===== config.mk =====
export PLATFORM = sky130hd
export DESIGN_NAME = shift_arbiter
export DESIGN_NICKNAME = d
export VERILOG_FILES = /design/src/rtl/shift_arbiter_pkg.sv /design/src/rtl/shift_arbiter_barrel_shifter.sv /design/src/rtl/shift_arbiter_rr_arbiter2.sv /design/src/rtl/shift_arbiter.sv
export SDC_FILE = /design/constraint.sdc
export NUM_CORES = 1
export LEC_CHECK = 0
export ABC_CLOCK_PERIOD_IN_PS = 7700
export BUFFER_PORTS_ARGS = -buffer_cell sky130_fd_sc_hd__buf_2
export CORE_UTILIZATION = 38
export DETAILED_ROUTE_END_ITERATION = 8
export SETUP_SLACK_MARGIN = 0.5
export SLEW_MARGIN = 40
export SYNTH_ARGS = -nofsm -noshare
export SYNTH_HDL_FRONTEND = slang
export SYNTH_HIERARCHICAL = 1
export SYNTH_SLANG_ARGS = --single-unit

===== constraint.sdc =====
create_clock -name CLK -period 7.7 [get_ports CLK]
set_input_delay 1.155 -clock CLK [delete_from_list [all_inputs] [get_ports CLK]]
set_output_delay 1.155 -clock CLK [all_outputs]
set_load 0.01 [all_outputs]

===== src/rtl/shift_arbiter_pkg.sv =====
// Shared types and helpers for the two-requester shift sequencer.
package shift_arbiter_pkg;

  localparam int DATA_W  = 32;
  localparam int SHAMT_W = 5;

  // Requester indices.
  localparam logic IDX_REQ0 = 1'b0;
  localparam logic IDX_REQ1 = 1'b1;

  // Sequencer states.
  typedef enum logic [1:0] {
    ST_IDLE = 2'd0,
    ST_EXEC = 2'd1,
    ST_HOLD = 2'd2
  } state_t;

  // One captured shift request.
  typedef struct packed {
    logic [DATA_W-1:0] operand;
    logic [DATA_W-1:0] shift;
    logic              lnr;
  } shift_op_t;

  // One-hot requester vector {req1, req0} for an index.
  function automatic logic [1:0] idx_onehot(input logic idx);
    return (idx == IDX_REQ1) ? 2'b10 : 2'b01;
  endfunction

  // Mirror a word so a single left-shift network also serves right shifts.
  function automatic logic [DATA_W-1:0] bit_reverse(input logic [DATA_W-1:0] v);
    logic [DATA_W-1:0] r;
    r = '0;
    for (int i = 0; i < DATA_W; i++) begin
      r[i] = v[DATA_W-1-i];
    end
    return r;
  endfunction

endpackage


===== src/rtl/shift_arbiter_barrel_shifter.sv =====
// 32-bit logarithmic barrel shifter, zero-fill in both directions.
// Shift amounts with any bit above bit 4 set produce zero.
module barrel_shifter
  import shift_arbiter_pkg::*;
(
  input  logic [DATA_W-1:0] operand,
  input  logic [DATA_W-1:0] shift,
  input  logic              lnr,
  output logic [DATA_W-1:0] result
);

  logic [SHAMT_W:0][DATA_W-1:0] stg;
  logic                         out_of_range;

  // Right shifts reuse the left-shift network on a bit-reversed operand.
  assign stg[0]       = lnr ? operand : bit_reverse(operand);
  assign out_of_range = |shift[DATA_W-1:SHAMT_W];

  for (genvar i = 0; i < SHAMT_W; i++) begin : g_stage
    localparam int S = 1 << i;
    assign stg[i+1] = shift[i] ? {stg[i][DATA_W-1-S:0], {S{1'b0}}} : stg[i];
  end

  // Undo the reversal for right shifts and clamp oversized amounts to zero.
  always_comb begin
    result = '0;
    if (!out_of_range) begin
      result = lnr ? stg[SHAMT_W] : bit_reverse(stg[SHAMT_W]);
    end
  end

endmodule


===== src/rtl/shift_arbiter_rr_arbiter2.sv =====
// Two-way round-robin winner selection; purely combinational.
module rr_arbiter2
  import shift_arbiter_pkg::*;
(
  input  logic req0,
  input  logic req1,
  input  logic last,
  output logic winner,
  output logic valid
);

  // A lone request wins outright; on a tie the index that did not win last time goes.
  always_comb begin
    valid  = req0 | req1;
    winner = IDX_REQ0;
    if (req0 && req1) begin
      winner = ~last;
    end else if (req1) begin
      winner = IDX_REQ1;
    end
  end

endmodule


===== src/rtl/shift_arbiter.sv =====
// Shares one barrel shifter between two requesters, round-robin, one
// transaction in flight, registered result held until the owner acknowledges.
//
//   state   | meaning
//   --------+---------------------------------------------------------
//   IDLE    | waiting for a request; grant + capture operands on entry to EXEC
//   EXEC    | shifter driven from capture regs; result registered at cycle end
//   HOLD    | DONE to owner, RESULT stable until owner's ACK
module shift_arbiter
  import shift_arbiter_pkg::*;
#(
  parameter int CNT_WIDTH = 16
) (
  input  logic                 CLK,
  input  logic                 RST,
  input  logic                 REQ0,
  input  logic                 REQ1,
  input  logic [DATA_W-1:0]    OPERAND0,
  input  logic [DATA_W-1:0]    OPERAND1,
  input  logic [DATA_W-1:0]    SHIFT0,
  input  logic [DATA_W-1:0]    SHIFT1,
  input  logic                 LNR0,
  input  logic                 LNR1,
  input  logic                 ACK0,
  input  logic                 ACK1,
  output logic                 GNT0,
  output logic                 GNT1,
  output logic                 DONE0,
  output logic                 DONE1,
  output logic [DATA_W-1:0]    RESULT,
  output logic                 BUSY,
  output logic [CNT_WIDTH-1:0] OP_COUNT
);

  state_t            state;
  state_t            state_nxt;
  logic              last;
  logic              owner;
  shift_op_t         cap;
  shift_op_t         win_op;
  logic              win_idx;
  logic              win_valid;
  logic [DATA_W-1:0] shift_out;
  logic              ack_owner;
  logic              grant;
  logic              load_result;
  logic              complete;
  logic [1:0]        done_nxt;

  rr_arbiter2 u_arb (
    .req0   (REQ0),
    .req1   (REQ1),
    .last   (last),
    .winner (win_idx),
    .valid  (win_valid)
  );

  barrel_shifter u_shift (
    .operand (cap.operand),
    .shift   (cap.shift),
    .lnr     (cap.lnr),
    .result  (shift_out)
  );

  // Only the current owner's acknowledge can release a transaction.
  assign ack_owner = (owner == IDX_REQ1) ? ACK1 : ACK0;

  // Operand set of whichever requester the arbiter picked.
  always_comb begin
    win_op = '0;
    if (win_idx == IDX_REQ1) begin
      win_op.operand = OPERAND1;
      win_op.shift   = SHIFT1;
      win_op.lnr     = LNR1;
    end else begin
      win_op.operand = OPERAND0;
      win_op.shift   = SHIFT0;
      win_op.lnr     = LNR0;
    end
  end

  // State register.
  always_ff @(posedge CLK) begin
    if (RST) begin
      state <= ST_IDLE;
    end else begin
      state <= state_nxt;
    end
  end

  // Next-state logic.
  always_comb begin
    state_nxt = state;
    case (state)
      ST_IDLE: if (win_valid) state_nxt = ST_EXEC;
      ST_EXEC: state_nxt = ST_HOLD;
      ST_HOLD: if (ack_owner) state_nxt = ST_IDLE;
      default: state_nxt = ST_IDLE;
    endcase
  end

  // Per-state control strobes and the next DONE vector.
  always_comb begin
    grant       = 1'b0;
    load_result = 1'b0;
    complete    = 1'b0;
    done_nxt    = {DONE1, DONE0};
    case (state)
      ST_IDLE: grant = win_valid;
      ST_EXEC: begin
        load_result = 1'b1;
        done_nxt    = idx_onehot(owner);
      end
      ST_HOLD: begin
        if (ack_owner) begin
          complete = 1'b1;
          done_nxt = 2'b00;
        end
      end
      default: done_nxt = 2'b00;
    endcase
  end

  // Capture operands, owner and round-robin history on every grant.
  // LAST resets to 1 so requester 0 wins the first tie.
  always_ff @(posedge CLK) begin
    if (RST) begin
      cap   <= '0;
      owner <= IDX_REQ0;
      last  <= IDX_REQ1;
    end else if (grant) begin
      cap   <= win_op;
      owner <= win_idx;
      last  <= win_idx;
    end
  end

  // Registered outputs; nothing here is a combinational path from inputs.
  always_ff @(posedge CLK) begin
    if (RST) begin
      GNT0     <= 1'b0;
      GNT1     <= 1'b0;
      DONE0    <= 1'b0;
      DONE1    <= 1'b0;
      RESULT   <= '0;
      BUSY     <= 1'b0;
      OP_COUNT <= '0;
    end else begin
      GNT0  <= grant && (win_idx == IDX_REQ0);
      GNT1  <= grant && (win_idx == IDX_REQ1);
      DONE0 <= done_nxt[0];
      DONE1 <= done_nxt[1];
      BUSY  <= (state_nxt != ST_IDLE);
      if (load_result) begin
        RESULT <= shift_out;
      end
      if (complete) begin
        OP_COUNT <= OP_COUNT + CNT_WIDTH'(1);
      end
    end
  end

endmodule


==> impl_results.md <==
- Crit path capture type: flop
- Postcts setup bufs: 0
- Slew Limit Fails: 0
- 1st-iter DRT viols: 636
- Core area: 21,200 um2
- Post-route antenna net violation count: 0
- Startpoint types: flop
- FMAX: 0.274 GHz
- Worst path cell trace: buf_4 > inv_2 > mux4_2 > mux2_2 > or2_0 > a211o_1 > a21oi_1 > nand2_1 > a21oi_1
- Post-DP HPWL: 17,400 um
- Final min period: 3.64 ns
- CP most frequent cell: a21oi_1
- Setup TNS: 0 ns
- Endpoints failing setup: 0
- Average wire per standard cell: 17.8 um
- Yosys warns: 6
- FF+latch count, synth: 122
- GR Overflow Total: 0
- Worst-path clk slew: 0.06 ns
- Pin count of the biggest net entering global routing: 108
- Post-CTS Hold Buffers: 0
- DIE AREA: 22,400 um2
- Most common cell after layout, fill and taps aside: buf_2
- Routability cong.: 0.926
- RSZ-0062 raised after global routing: false
- Clock root cell: clkbuf_16
- IO Count: 189
- Nets@finish: 1,222
- Multi-input gate area: 5440 um2
- First-pass GRT wire length: 38,000 um
- Total design power: 2.22 mW
- Seq/Total Area, Yosys: 0.295
- CTS buffer count: 17
- Port Buffer Count: 188
- Synth area leader: dfxtp_1
- Worst-Margin Slew: 0.887 ns
- Die Wd: 150 um
- Post-synth EDFFs: 0
- Max H-tree Level: 4
- Most frequent cells in the layout: buf_2, dfxtp_1, nor2_1, nand2_1, mux2i_1
- Ys async rst share: 0
- Area delta synth->final: 19.8%
- Post-Syn Instances: 950
- Standby leakage power: 3.92 nW
- Drt pass-1 iters: 7
- DRC viols: 0
- Share of layout cells above drive strength 1: 0.270
- Fin Hold WS: 0.451 ns
- Post_cts resized: 0
- Gr usage total: 0.218
- Max stage delay on crit path: 0.75 ns
- Die Span Y: 150 um
- CP max-delay cell: dfxtp_2
- Top cell type's share of synthesized area: 0.295
- Most used DFF post-synth: dfxtp_1
- Synth cell types: 75
- CTS tree: built
- Final Skew: 0.00721 ns
- Worst-path maximum fanout: 43
- CTS Buffer Depth: 2
- PD cells: 224 nW/um2
- Effective utilization at floorplan: 0.391
- WP data required: 8.04 ns
- CTS Sinks: 122
- DR vias/cell: 5.71
- Diodes inserted: 0
- Final Hold Vio Count: 0
- FILL cells: 2,071
- Post-synth net total: 1,087
- Clk_lat worst skew: 0.42 ns
- Cell row count: 53
- Critical path class: reg2reg
- Maximum VDD drop: 0.111 mV
- Hold WC Path Type: reg2reg
- Max Cap Violations: 0
- Critical path arrival: 3.99 ns
- Routed vias: 7,837
- Synthesized area per cell: 8.71 um2
- Status: complete, no violations
- Vias in the first global route: 7,011
- Tcrit/Tclk final: 0.473
- Dominant cells by area after synthesis: dfxtp_1, mux2i_1, mux4_2
- Register area: 2440 um2
- Final wirelength: 24,400 um
- Initial antenna violation count: 0
- Mapped Area: 8270 um2
- Relative slew margins: 0.393
-- cells by family after synthesis --
kind of cell	after synthesis	synth area share
AND/OR/NAND/NOR	319	0.173
AO/OA/AOI/OAI	244	0.204
multiplexers	159	0.267
flip-flops	122	0.295
buffers and inverters	97	0.0507
XOR/XNOR	8	0.00847
adder cells (fa/ha/maj)	1	0.00151
-- worst max-delay path, delay by kind of cell, from the launching register on --
family | cells | cell delay (ns)
multiplexers | 2 | 0.91
AO/OA/AOI/OAI | 3 | 0.56
AND/OR/NAND/NOR | 2 | 0.30
buffers and inverters | 2 | 1.01
flip-flops | 1 | 0.75
-- registers in the layout (all words and copies together), names as in the netlist --
signal / cells
BUSY: 1
DONE0: 1
DONE1: 1
GNT0: 1
GNT1: 1
OP_COUNT: 16
RESULT: 32
cap: 65
last: 1
owner: 1
state: 2
-- per-stage QoR --
stage           util  setup WS (ns)  cells  cell area [um2]
3_5_place_dp   0.440           4.04   1340             9310
4_1_cts        0.468           4.03   1372             9890
5_1_grt        0.469           3.76   1373             9910
3_3_place_gp   0.440           4.07   1340             9300
2_1_floorplan      -           5.13    950             8270
6_report       0.469           4.06   1373             9910
-- synth_stat cells, drive strengths merged (4+ instances only) --
master,number
a2111oi,5
a211o,4
a211oi,75
a21oi,69
a221oi,4
a22o,5
a22oi,4
a32o,4
a32oi,5
and2,8
and3,5
buf,28
clkbuf,58
dfxtp,122
inv,9
mux2,18
mux2i,98
mux4,43
nand2,104
nand2b,9
nand3,21
nor2,117
nor2b,7
nor3,17
nor4,8
o211ai,7
o21ai,20
o22ai,4
o311ai,4
o31ai,6
or2,4
or3,6
xnor2,5
-- layout make-up --
| type | count | share of cell area |
|---|---|---|
| repair buffers | 202 | 0.108 |
| clock inverters | 15 | 0.0155 |
| multi-input cells | 731 | 0.548 |
| flip-flops and latches | 122 | 0.247 |
| inverters | 11 | 0.00417 |
| well taps | 275 | 0.0347 |
| clock buffers | 17 | 0.0429 |
-- path summary, 6_finish.rpt --
kind | start | endpoint | slack (ns) | cells after the start
max | cap[0]$_SDFFE_PP0N_ | RESULT[11]$_SDFFE_PP0N_ | 4.06 | 9
min | RESULT[15]$_SDFFE_PP0N_ | RESULT[15]$_SDFFE_PP0N_ | 0.45 | 2
max reg2reg | cap[0]$_SDFFE_PP0N_ | RESULT[11]$_SDFFE_PP0N_ | 4.06 | 9
min reg2reg | RESULT[15]$_SDFFE_PP0N_ | RESULT[15]$_SDFFE_PP0N_ | 0.45 | 2
-- power by group --
part	total [mW]	switching [mW]	leakage (nW)	internal [mW]
Combinational	0.691	0.396	2.64	0.295
Clock	0.781	0.325	0.281	0.456
Sequential	0.748	0.0681	1.00	0.680
Total	2.22	0.790	3.92	1.43
-- metal layers --
metal	GRT usage	vias up	routed length, um
met4	0.0592	0	364
li1	-	3856	-
met2	0.331	331	11000
met3	0.0381	29	1470
met5	0	-	0
met1	0.314	3621	11600
(Power assumes the default switching activity.)
